<file path="src/rtl/plp_bus_arbiter_n_pkg.sv">
// plp_bus_pkg: shared FSM encoding, drw bit positions and timeout read pattern for the PLP bus arbiter
package plp_bus_pkg;
    localparam logic [1:0] ST_IDLE  = 2'd0;
    localparam logic [1:0] ST_DATA  = 2'd1;
    localparam logic [1:0] ST_FETCH = 2'd2;
    localparam logic [1:0] ST_DONE  = 2'd3;
    localparam int DRW_READ  = 1;
    localparam int DRW_WRITE = 0;
    localparam logic [127:0] TIMEOUT_RDATA = '1;
endpackage

</file>
<file path="src/rtl/plp_bus_arbiter_n_if.sv">
// plp_bus_arbiter_n_if: shared slave bus between the arbiter (master) and its peripherals
interface plp_bus_arbiter_n_if #(
    parameter int NUM_SLAVES = 8,
    parameter int ADDR_W     = 32,
    parameter int DATA_W     = 32
);
    logic [ADDR_W-1:0]            s_addr;
    logic [DATA_W-1:0]            s_wdata;
    logic                         s_rd;
    logic                         s_wr;
    logic [NUM_SLAVES-1:0]        s_sel;
    logic [NUM_SLAVES*DATA_W-1:0] s_rdata;
    logic [NUM_SLAVES-1:0]        s_ready;
    modport master (output s_addr, s_wdata, s_rd, s_wr, s_sel, input s_rdata, s_ready);
    modport slave (input s_addr, s_wdata, s_rd, s_wr, s_sel, output s_rdata, s_ready);
endinterface

</file>
<file path="src/rtl/plp_bus_arbiter_n_addr_decode.sv">
// plp_addr_decode: combinational priority window match, lowest-index window wins
module plp_addr_decode #(
    parameter int NUM_SLAVES = 8,
    parameter int ADDR_W     = 32,
    parameter int IW         = 3,
    parameter logic [NUM_SLAVES*ADDR_W-1:0] SLV_BASE = '0,
    parameter logic [NUM_SLAVES*ADDR_W-1:0] SLV_MASK = '0
) (
    input  logic [ADDR_W-1:0]     addr,
    output logic [NUM_SLAVES-1:0] sel,
    output logic [IW-1:0]         sel_idx,
    output logic                  hit
);
    always_comb begin
        sel_idx = '0;
        hit = 1'b0;
        for (int k = NUM_SLAVES - 1; k >= 0; k--)
            if ((addr & SLV_MASK[k*ADDR_W +: ADDR_W]) == SLV_BASE[k*ADDR_W +: ADDR_W]) begin
                sel_idx = IW'(k);
                hit = 1'b1;
            end
    end
    assign sel = hit ? NUM_SLAVES'(1) << sel_idx : '0;
endmodule

</file>
<file path="src/rtl/plp_bus_arbiter_n.sv">
// plp_bus_arbiter_n: serialises each CPU step into data access then fetch over one shared slave bus,
// with window decode, per-access timeout, sticky error capture and edge-triggered interrupt latch
module plp_bus_arbiter_n
    import plp_bus_pkg::*;
#(
    parameter int NUM_SLAVES = 8,
    parameter int ADDR_W     = 32,
    parameter int DATA_W     = 32,
    parameter logic [NUM_SLAVES*ADDR_W-1:0] SLV_BASE = {
        32'h0700_0000, 32'h0600_0000, 32'h0500_0000, 32'h0400_0000,
        32'h0300_0000, 32'h0200_0000, 32'h0100_0000, 32'h0000_0000},
    parameter logic [NUM_SLAVES*ADDR_W-1:0] SLV_MASK = {8{32'hFF00_0000}},
    parameter int TIMEOUT    = 255,
    parameter int NUM_IRQ    = 8
) (
    input  logic                clk,
    input  logic                rst,
    input  logic [ADDR_W-1:0]   iaddr,
    input  logic [ADDR_W-1:0]   daddr,
    input  logic [DATA_W-1:0]   dout,
    input  logic [1:0]          drw,
    output logic [DATA_W-1:0]   iin,
    output logic [DATA_W-1:0]   din,
    output logic                cpu_stall,
    output logic                int_req,
    input  logic                int_ack,
    plp_bus_arbiter_n_if.master bus,
    input  logic [NUM_IRQ-1:0]  irq_in,
    output logic [NUM_IRQ-1:0]  irq_pending,
    output logic                bus_err,
    output logic [ADDR_W-1:0]   err_addr
);
    localparam int IW = NUM_SLAVES > 1 ? $clog2(NUM_SLAVES) : 1;
    localparam int CW = $clog2(TIMEOUT + 1);
    logic [1:0] state, state_nxt;
    logic [CW-1:0] wait_cnt;
    logic [NUM_SLAVES-1:0] sel;
    logic [IW-1:0] sel_idx;
    logic hit, is_data, act, rdy, tmo, done;
    logic [DATA_W-1:0] rdata;
    logic [NUM_IRQ-1:0] irq_q, rise;
    assign is_data = state == ST_DATA;
    assign act = is_data || state == ST_FETCH;
    assign bus.s_addr = is_data ? daddr : state == ST_FETCH ? iaddr : '0;
    assign bus.s_wdata = is_data ? dout : '0;
    plp_addr_decode #(
        .NUM_SLAVES(NUM_SLAVES), .ADDR_W(ADDR_W), .IW(IW),
        .SLV_BASE(SLV_BASE), .SLV_MASK(SLV_MASK)
    ) u_decode (.addr(bus.s_addr), .sel(sel), .sel_idx(sel_idx), .hit(hit));
    // unmapped accesses issue no strobe and complete immediately
    assign bus.s_wr = is_data && hit && drw[DRW_WRITE];
    assign bus.s_rd = act && hit && !(is_data && drw[DRW_WRITE]);
    assign bus.s_sel = act ? sel : '0;
    assign rdy = hit && bus.s_ready[sel_idx];
    assign tmo = wait_cnt == CW'(TIMEOUT);
    assign done = !hit || rdy || tmo;
    assign rdata = !hit ? '0 : rdy ? bus.s_rdata[sel_idx*DATA_W +: DATA_W] : TIMEOUT_RDATA[DATA_W-1:0];
    assign cpu_stall = state != ST_DONE;
    assign int_req = |irq_pending;
    assign rise = irq_in & ~irq_q;
    always_comb
        state_nxt = state == ST_IDLE  ? (drw != 2'b00 ? ST_DATA : ST_FETCH) :
                    state == ST_DATA  ? (done ? ST_FETCH : ST_DATA) :
                    state == ST_FETCH ? (done ? ST_DONE : ST_FETCH) : ST_IDLE;
    always_ff @(posedge clk) begin
        if (rst) begin
            state       <= ST_IDLE;
            wait_cnt    <= '0;
            iin         <= '0;
            din         <= '0;
            bus_err     <= 1'b0;
            err_addr    <= '0;
            irq_q       <= '0;
            irq_pending <= '0;
        end else begin
            state    <= state_nxt;
            wait_cnt <= state_nxt != state ? '0 : tmo ? wait_cnt : wait_cnt + 1'b1;
            if (state == ST_FETCH && done)
                iin <= rdata;
            if (is_data && done && drw[DRW_READ] && !drw[DRW_WRITE])
                din <= rdata;
            if (act && done && !rdy) begin
                bus_err  <= 1'b1;
                err_addr <= bus.s_addr;
            end
            irq_q       <= irq_in;
            // sources rising in the ack cycle survive the clear
            irq_pending <= (int_ack ? '0 : irq_pending) | rise;
        end
    end
endmodule

</file>
<file path="src/flat_wrapper.sv">
// flat-port wrapper written by rule: the top's interface ports become plain ports
module plp_bus_arbiter_n_flat import plp_bus_pkg::*;
#(
    parameter int NUM_SLAVES = 8,
    parameter int ADDR_W     = 32,
    parameter int DATA_W     = 32,
    parameter logic [NUM_SLAVES*ADDR_W-1:0] SLV_BASE = {
        32'h0700_0000, 32'h0600_0000, 32'h0500_0000, 32'h0400_0000,
        32'h0300_0000, 32'h0200_0000, 32'h0100_0000, 32'h0000_0000},
    parameter logic [NUM_SLAVES*ADDR_W-1:0] SLV_MASK = {8{32'hFF00_0000}},
    parameter int TIMEOUT    = 255,
    parameter int NUM_IRQ    = 8
)
  (clk, rst, iaddr, daddr, dout, drw, iin, din, cpu_stall, int_req, int_ack, irq_in, irq_pending, bus_err, err_addr, bus_s_addr, bus_s_wdata, bus_s_rd, bus_s_wr, bus_s_sel, bus_s_rdata, bus_s_ready);
  plp_bus_arbiter_n_if #(.NUM_SLAVES(NUM_SLAVES), .ADDR_W(ADDR_W), .DATA_W(DATA_W)) bus_i ();
  input  logic clk;
  input  logic rst;
  input  logic [ADDR_W-1:0] iaddr;
  input  logic [ADDR_W-1:0] daddr;
  input  logic [DATA_W-1:0] dout;
  input  logic [1:0] drw;
  output logic [DATA_W-1:0] iin;
  output logic [DATA_W-1:0] din;
  output logic cpu_stall;
  output logic int_req;
  input  logic int_ack;
  input  logic [NUM_IRQ-1:0] irq_in;
  output logic [NUM_IRQ-1:0] irq_pending;
  output logic bus_err;
  output logic [ADDR_W-1:0] err_addr;
  output wire logic [$bits(bus_i.s_addr)-1:0] bus_s_addr;
  output wire logic [$bits(bus_i.s_wdata)-1:0] bus_s_wdata;
  output wire logic [$bits(bus_i.s_rd)-1:0] bus_s_rd;
  output wire logic [$bits(bus_i.s_wr)-1:0] bus_s_wr;
  output wire logic [$bits(bus_i.s_sel)-1:0] bus_s_sel;
  input wire logic [$bits(bus_i.s_rdata)-1:0] bus_s_rdata;
  input wire logic [$bits(bus_i.s_ready)-1:0] bus_s_ready;
  assign bus_s_addr = bus_i.s_addr;
  assign bus_s_wdata = bus_i.s_wdata;
  assign bus_s_rd = bus_i.s_rd;
  assign bus_s_wr = bus_i.s_wr;
  assign bus_s_sel = bus_i.s_sel;
  assign bus_i.s_rdata = bus_s_rdata;
  assign bus_i.s_ready = bus_s_ready;
  plp_bus_arbiter_n #(.NUM_SLAVES(NUM_SLAVES), .ADDR_W(ADDR_W), .DATA_W(DATA_W), .SLV_BASE(SLV_BASE), .SLV_MASK(SLV_MASK), .TIMEOUT(TIMEOUT), .NUM_IRQ(NUM_IRQ)) u_core (.clk(clk), .rst(rst), .iaddr(iaddr), .daddr(daddr), .dout(dout), .drw(drw), .iin(iin), .din(din), .cpu_stall(cpu_stall), .int_req(int_req), .int_ack(int_ack), .bus(bus_i), .irq_in(irq_in), .irq_pending(irq_pending), .bus_err(bus_err), .err_addr(err_addr));
endmodule
</file>
<file path="config.mk">
export PLATFORM = sky130hd
export DESIGN_NAME = plp_bus_arbiter_n_flat
export DESIGN_NICKNAME = d
export VERILOG_FILES = /design/src/rtl/plp_bus_arbiter_n_pkg.sv /design/src/rtl/plp_bus_arbiter_n_if.sv /design/src/rtl/plp_bus_arbiter_n_addr_decode.sv /design/src/rtl/plp_bus_arbiter_n.sv /design/src/flat_wrapper.sv
export SDC_FILE = /design/constraint.sdc
export NUM_CORES = 1
export LEC_CHECK = 0
export ABC_AREA = 1
export BUFFER_PORTS_ARGS = -buffer_cell sky130_fd_sc_hd__buf_2
export CORE_AREA = 2 2 213 215
export CTS_CLUSTER_DIAMETER = 60
export DETAILED_ROUTE_END_ITERATION = 16
export DIE_AREA = 0 0 215 217
export PLACE_DENSITY = 0.47
export RECOVER_POWER = 100
export SYNTH_ARGS = -nofsm -noshare
export SYNTH_HDL_FRONTEND = slang
export SYNTH_SLANG_ARGS = --single-unit
export TNS_END_PERCENT = 100
</file>
<file path="constraint.sdc">
create_clock -name clk -period 2.6 [get_ports clk]
set_input_delay 0.39 -clock clk [delete_from_list [all_inputs] [get_ports clk]]
set_output_delay 0.39 -clock clk [all_outputs]
set_load 0.005 [all_outputs]
</file>
==> results of run 1 <==
==> final cells by class <==
class | instances | area, um2
Sequential cell | 123 | 2460
Timing Repair Buffer | 698 | 4550
Clock buffer | 18 | 439
Clock inverter | 14 | 184
Tap cell | 600 | 751
Fill cell | 5062 | 31000
Antenna cell | 5 | 12.5
Multi-Input combinational cell | 913 | 4850
Inverter | 113 | 455
==> path summary, 6_finish.rpt <==
kind / from / end
max reg2reg: u_core.state[1] / u_core.iin[17]
min: irq_in[6] / u_core.irq_q[6]
min reg2reg: u_core.irq_q[0] / u_core.irq_pending[0]
max: u_core.state[1] / u_core.iin[17]
==> logic make-up (layout without fill, tap and decap cells) <==
family,Yosys count,in the layout
muxes,1,1
and+or+nand+nor,668,668
buffers and inverters,200,843
AOI/OAI and AO/OA,236,236
DFF,123,123
xor gates and xnor gates,3,3
other,0,5
adders and majority gates,5,5
==> placed cells by master (no fill, tap or decap), types with 3 or more instances in the layout <==
| master | count |
|---|---|
| clkbuf_1 | 81 |
| clkinvlp_4 | 5 |
| inv_8 | 3 |
| a22oi_1 | 24 |
| buf_2 | 472 |
| buf_6 | 23 |
| ha_1 | 3 |
| nand3_1 | 85 |
| o32ai_1 | 8 |
| nand2_4 | 15 |
| nor3_1 | 5 |
| o21ai_2 | 18 |
| a21oi_2 | 29 |
| nand2_1 | 383 |
| nand3_4 | 6 |
| nand2_2 | 18 |
| a21oi_1 | 100 |
| bufinv_16 | 3 |
| clkbuf_16 | 29 |
| buf_12 | 32 |
| diode_2 | 5 |
| nand4_1 | 35 |
| o21ai_1 | 35 |
| buf_4 | 71 |
| inv_1 | 97 |
| dfxtp_1 | 121 |
| nor2_2 | 24 |
| inv_2 | 9 |
| o21ai_0 | 11 |
| nor2_4 | 14 |
| inv_6 | 6 |
| nand3_2 | 7 |
| nor2_1 | 70 |
==> per-stage QoR <==
step	setup TNS, ps	hold WS (ps)	util, %
floorplan	0	410	-
global placement	-21320	411	26.4
detailed placement	-19850	425	26.4
CTS	-1810	137	29.0
global route	-12890	168	30.7
finish	-1120	172	30.7
==> tightest hold or removal path: cells and delay by family <==
family        cells  cell delay [ps]
buf+inv           2              110
simple gates      1               70
==> per-layer routing <==
metal / up-vias / GRT usage, %
li1: 5293 / -
met1: 5271 / 22.3
met2: 406 / 34.3
met3: 55 / 3.77
met4: 10 / 5.49
met5: - / 0
==> sequential cells by signal, summed over array words and instances (netlist names) <==
name and flops:
u_core.err_addr 32, u_core.bus_err 1, u_core.din 32, u_core.iin 32
u_core.irq_q 8, u_core.wait_cnt 8, u_core.state 2, u_core.irq_pending 8
==> report_power, final <==
| part | switching (mW) | total [mW] | internal, mW |
|---|---|---|---|
| Combinational | 3.75 | 6.62 | 2.88 |
| Clock | 1.05 | 2.61 | 1.56 |
| Sequential | 0.183 | 2.32 | 2.14 |
| Total | 4.98 | 11.6 | 6.57 |
==> what timing repair did <==
action,4_1_cts,5_1_grt
gates cloned,4,13
pin swaps,35,51
hold endpoints to repair,0,0
endpoints found under the setup margin,144,138
resized for setup,113,150
buffers inserted,16,6
==> impl_metrics.env, run 1 <==
export IMPL_dp_slack_ps=-448
export IMPL_first_global_vias=10800
export IMPL_cts_tree="done"
export IMPL_setup_viol=52
export IMPL_leakagePower_nw=6.72
export IMPL_critPathLaunchType="flip-flop"
export IMPL_layout_setup_ws_ps=-49.2
export IMPL_synth_edff_count=0
export IMPL_drt_met1_wl_mm=19.7
export IMPL_power_density_nw_per_um2=842
export IMPL_instances_no_fill=2484
export IMPL_wl_per_cell_um=19.1
export IMPL_core_area_um2=44700
export IMPL_fin_crit_sh_pct=102
export IMPL_dpl_cell_area_um2=11800
export IMPL_dp_cells=2412
export IMPL_synthFlopType="dfxtp_1"
export IMPL_worst_pin_slew_ps=1130
export IMPL_cts_path_max_buffers=2
export IMPL_synth_largest_area_cell="dfxtp_1"
export IMPL_crit_cells=21
export IMPL_drtIter0Drc=713
export IMPL_via_per_inst=4.44
export IMPL_synthAdderAreaFrac_pct=0.831
export IMPL_syn_area_um2=7530
export IMPL_cp_slowest_cell="dfxtp_2"
export IMPL_muxShareOfSynthArea_pct=0.133
export IMPL_cts_inserted_buffers=17
export IMPL_fmax_mhz=377
export IMPL_wl_met2_mm=24.0
export IMPL_dp_hpwl_mm=36.4
export IMPL_netlist_area_leader_share_pct=32.7
export IMPL_drv_slew=0
export IMPL_cp_num_buf_inv=8
export IMPL_fin_skew_ps=12.3
export IMPL_syn_avg_cell_area_um2=6.09
export IMPL_wl_met3_mm=2.68
export IMPL_critPathMaxFanout=7
export IMPL_whs_path_depth=3
export IMPL_endpoint_kind="flip-flop"
export IMPL_clk_pin_slew_worst_paths_ps=70
export IMPL_design_area_um2=13700
export IMPL_rows=78
export IMPL_path_common_cell="nand2_4"
export IMPL_top_layer="met5"
export IMPL_synth_distinct_cells=38
export IMPL_ys_ff_latch=123
export IMPL_synth_top_family_by_area="simple AND/OR/NAND/NOR gates"
export IMPL_yosysMostFrequentCell="nand2_1"
export IMPL_place_congestion=0.937
export IMPL_die_h_um=217
export IMPL_regToRegSetupSlack_ps=-50
export IMPL_grt_start_max_net_pins=57
export IMPL_hold_violations=0
export IMPL_rsz0062_at_grt="yes"
export IMPL_period_minus_slack_ps=2650
export IMPL_drc=0
export IMPL_die_area_um2=46700
export IMPL_syn_to_final_growth_pct=82.2
export IMPL_drtPass1Iterations=4
export IMPL_io_buffers=553
export IMPL_outcome="finished, violations left"
export IMPL_ant_nets=0
export IMPL_htreeDepth=4
export IMPL_ir_drop_v=0.000338
export IMPL_grt_pass1_wl_mm=65.8
export IMPL_synthSimpleGateAreaFrac_pct=37.5
export IMPL_path_cells="inv_2 -> ha_4 -> buf_8 -> nand2_4 -> nand2_4 -> nor2_4 -> inv_2 -> nor2_4 -> buf_6 -> buf_6 -> nand3b_1 -> nand2_1 -> nand2_2 -> nand3_4 -> nand3_4 -> nand2_4 -> buf_12 -> buf_12 -> clkbuf_16 -> nand2_1 -> a21oi_1"
export IMPL_drive_above_1_share_pct=43.1
export IMPL_num_vias=11000
export IMPL_p_total_mw=11.6
export IMPL_nets=2244
export IMPL_synth_xor_area_share_pct=0.349
export IMPL_critical_path_class="flip-flop to flip-flop"
export IMPL_routed_wl_mm=47.6
export IMPL_synth_common_cells="409 x nand2_1, 131 x a21oi_1, 123 x dfxtp_1"
export IMPL_r2r_cells=21
export IMPL_synth_compound_area_share_pct=17.2
export IMPL_root_buffer="clkbuf_16"
export IMPL_antenna_found_initial=10
export IMPL_yosys_warnings=0
export IMPL_hp_class="primary input to flip-flop"
export IMPL_dieWidth_um=215
export IMPL_max_stage_delay_ps=350
export IMPL_cpLargestDelayFamily="simple AND/OR/NAND/NOR gates"
export IMPL_initial_core_util_pct=16.8
export IMPL_grt_usage_pct=18.8
export IMPL_clock_latency_ps=440
export IMPL_cts_hold_buf=0
export IMPL_violations="negative setup slack"
export IMPL_synthCells=1236
export IMPL_ios=554
export IMPL_async_reset_ff_share_pct=0
export IMPL_cap_violations=0
export IMPL_arrival_ps=3020
export IMPL_cp_required_ps=2970
export IMPL_syn_nets=1614
export IMPL_max_slew_margin_rel_pct=24.4
export IMPL_clock_sinks=123
export IMPL_synth_seq_area_share_pct=32.7
export IMPL_overflow=0
export IMPL_yosys_top_cells_area="dfxtp_1 33%, nand2_1 20%, a21oi_1 8.7%"
No activity file was read; power rests on OpenSTA's default activity.
==> inputs of run 2 (changes only) <==
--- a/config.mk
+++ b/config.mk
@@ -11,8 +11,9 @@
 export CTS_CLUSTER_DIAMETER = 60
 export DETAILED_ROUTE_END_ITERATION = 16
 export DIE_AREA = 0 0 215 217
-export PLACE_DENSITY = 0.47
+export PLACE_DENSITY_LB_ADDON = 0.2
 export RECOVER_POWER = 100
+export SKIP_LAST_GASP = 1
 export SYNTH_ARGS = -nofsm -noshare
 export SYNTH_HDL_FRONTEND = slang
 export SYNTH_SLANG_ARGS = --single-unit
==> run 2 against run 1 <==
Net effect: the run still ends with negative setup slack left; design area rose by 0.50%; non-clock buffer count rose by 11; cell count rose by 0.52%; sequential share of layout area fell by 0.090 points; register-to-register slack got worse by 20 ps; fmax fell by 0.90%; first-iteration DRC count fell by 19%; global-route usage barely moved; setup slack got worse by 24 ps; power fell by 0.89%; die area did not move.
==> impl_metrics.env, run 2 (synthesis results as in run 1) <==
export IMPL_die_h_um=217
export IMPL_dp_hpwl_mm=36.4
export IMPL_htreeDepth=4
export IMPL_fmax_mhz=374
export IMPL_drtPass1Iterations=6
export IMPL_arrival_ps=3030
export IMPL_nets=2255
export IMPL_final_cell_mix="553 x buf_2, 376 x nand2_1, 121 x dfxtp_1, 97 x inv_1, 97 x buf_4"
export IMPL_fin_skew_ps=8.62
export IMPL_hp_class="primary input to flip-flop"
export IMPL_p_total_mw=11.5
export IMPL_antenna_found_initial=8
export IMPL_rsz0062_at_grt="yes"
export IMPL_num_vias=11000
export IMPL_cap_violations=0
export IMPL_grt_usage_pct=18.8
export IMPL_drv_slew=0
export IMPL_period_minus_slack_ps=2670
export IMPL_ios=554
export IMPL_final_util_pct=30.8
export IMPL_ant_nets=0
export IMPL_worst_pin_slew_ps=939
export IMPL_cts_tree="done"
export IMPL_critical_path_class="flip-flop to flip-flop"
export IMPL_dpl_cell_area_um2=11700
export IMPL_fin_crit_sh_pct=103
export IMPL_endpoint_kind="flip-flop"
export IMPL_drtIter0Drc=581
export IMPL_clock_latency_ps=440
export IMPL_design_area_um2=13800
export IMPL_layout_setup_ws_ps=-73.3
export IMPL_drc=0
export IMPL_syn_to_final_growth_pct=83.1
export IMPL_routed_wl_mm=47.4
export IMPL_critPathLaunchType="flip-flop"
export IMPL_whs_path_depth=3
export IMPL_max_slew_margin_rel_pct=36.7
export IMPL_grt_pass1_wl_mm=66.1
export IMPL_wl_per_cell_um=19.0
export IMPL_overflow=0
export IMPL_ir_drop_v=0.000365
export IMPL_leakagePower_nw=7.02
export IMPL_dieWidth_um=215
export IMPL_rows=78
export IMPL_cts_path_max_buffers=2
export IMPL_place_congestion=0.923
export IMPL_dp_cells=2411
export IMPL_first_global_vias=10800
export IMPL_instances_no_fill=2497
export IMPL_critPathMaxFanout=7
export IMPL_cts_hold_buf=0
export IMPL_reg_largest_list="u_core.din: 32 flops, u_core.err_addr: 32 flops, u_core.iin: 32 flops"
export IMPL_hold_violations=0
export IMPL_violations="negative setup slack"
export IMPL_io_buffers=553
export IMPL_setup_viol=49
export IMPL_core_area_um2=44700
export IMPL_cp_required_ps=2960
export IMPL_drive_above_1_share_pct=48.9
export IMPL_outcome="finished, violations left"
export IMPL_die_area_um2=46700
export IMPL_root_buffer="clkbuf_16"
export IMPL_clk_pin_slew_worst_paths_ps=60
export IMPL_layout_commonest_cell="buf_2"
export IMPL_r2r_cells=16
export IMPL_dp_slack_ps=-353
export IMPL_via_per_inst=4.39
export IMPL_clock_sinks=123
export IMPL_initial_core_util_pct=16.8
export IMPL_grt_start_max_net_pins=51
export IMPL_cts_inserted_buffers=17
export IMPL_fillCellCount=5005
export IMPL_power_density_nw_per_um2=831
run 2: timing repair:
| action | CTS | global route |
|---|---|---|
| gates resized for setup | 110 | 152 |
| hold endpoints to repair | 0 | 0 |
| gates cloned | 4 | 9 |
| pin swaps | 30 | 71 |
| setup endpoints to repair | 120 | 119 |
| setup buffers | 17 | 19 |
run 2: where the power goes:
part	switching, mW	internal (mW)
Clock	0.967	1.56
Sequential	0.149	2.14
Combinational	3.81	2.83
run 2: final timing paths:
| kind | slack, ps | from | end |
|---|---|---|---|
| worst max-delay path | -70 | u_core.state[1] | u_core.din[1] |
| worst min-delay path | 170 | irq_in[4] | u_core.irq_q[4] |
| worst max register to register | -70 | u_core.state[1] | u_core.din[1] |
| worst min register to register | 430 | u_core.irq_q[2] | u_core.irq_pending[2] |
run 2: routing by layer:
layer / routed length (um) / up-vias / global-route usage, %
li1: - / 5307 / -
met2: 23800 / 442 / 34.0
met5: 23 / - / 0
met4: 779 / 4 / 4.85
met1: 19500 / 5153 / 21.8
met3: 3290 / 51 / 5.16
run 2: worst max-delay path, stage by stage (launching register included):
cell and delay [ps]:
dfxtp_2 330, inv_2 80, ha_4 190, buf_6 120, buf_6 110, o21ai_2 80
buf_4 150, nor2_1 110, nand3_2 100, a31oi_2 180, nand4_1 210, nand3_4 200
nand4_4 160, clkinv_4 150, clkbuf_16 180, nand3_1 80, a21oi_1 130
run 2: final cells by class:
type                    count  area [um2]  share of cell area (%)
multi-input cells         913        4930                    35.8
repair buffers            709        4550                    33.0
flip-flops and latches    123        2460                    17.9
well taps                 600         751                    5.45
inverters                 113         455                    3.30
clock buffers              19         453                    3.29
clock inverters            13         166                    1.21
diodes                      7        17.5                   0.127
run 2: stage by stage:
stage                     setup TNS [ps]  hold slack [ps]
after floorplan                        0              410
after global placement            -10260              414
after detailed placement          -15320              421
after CTS                           -740              144
after global routing              -15980              154
final                              -1670              172
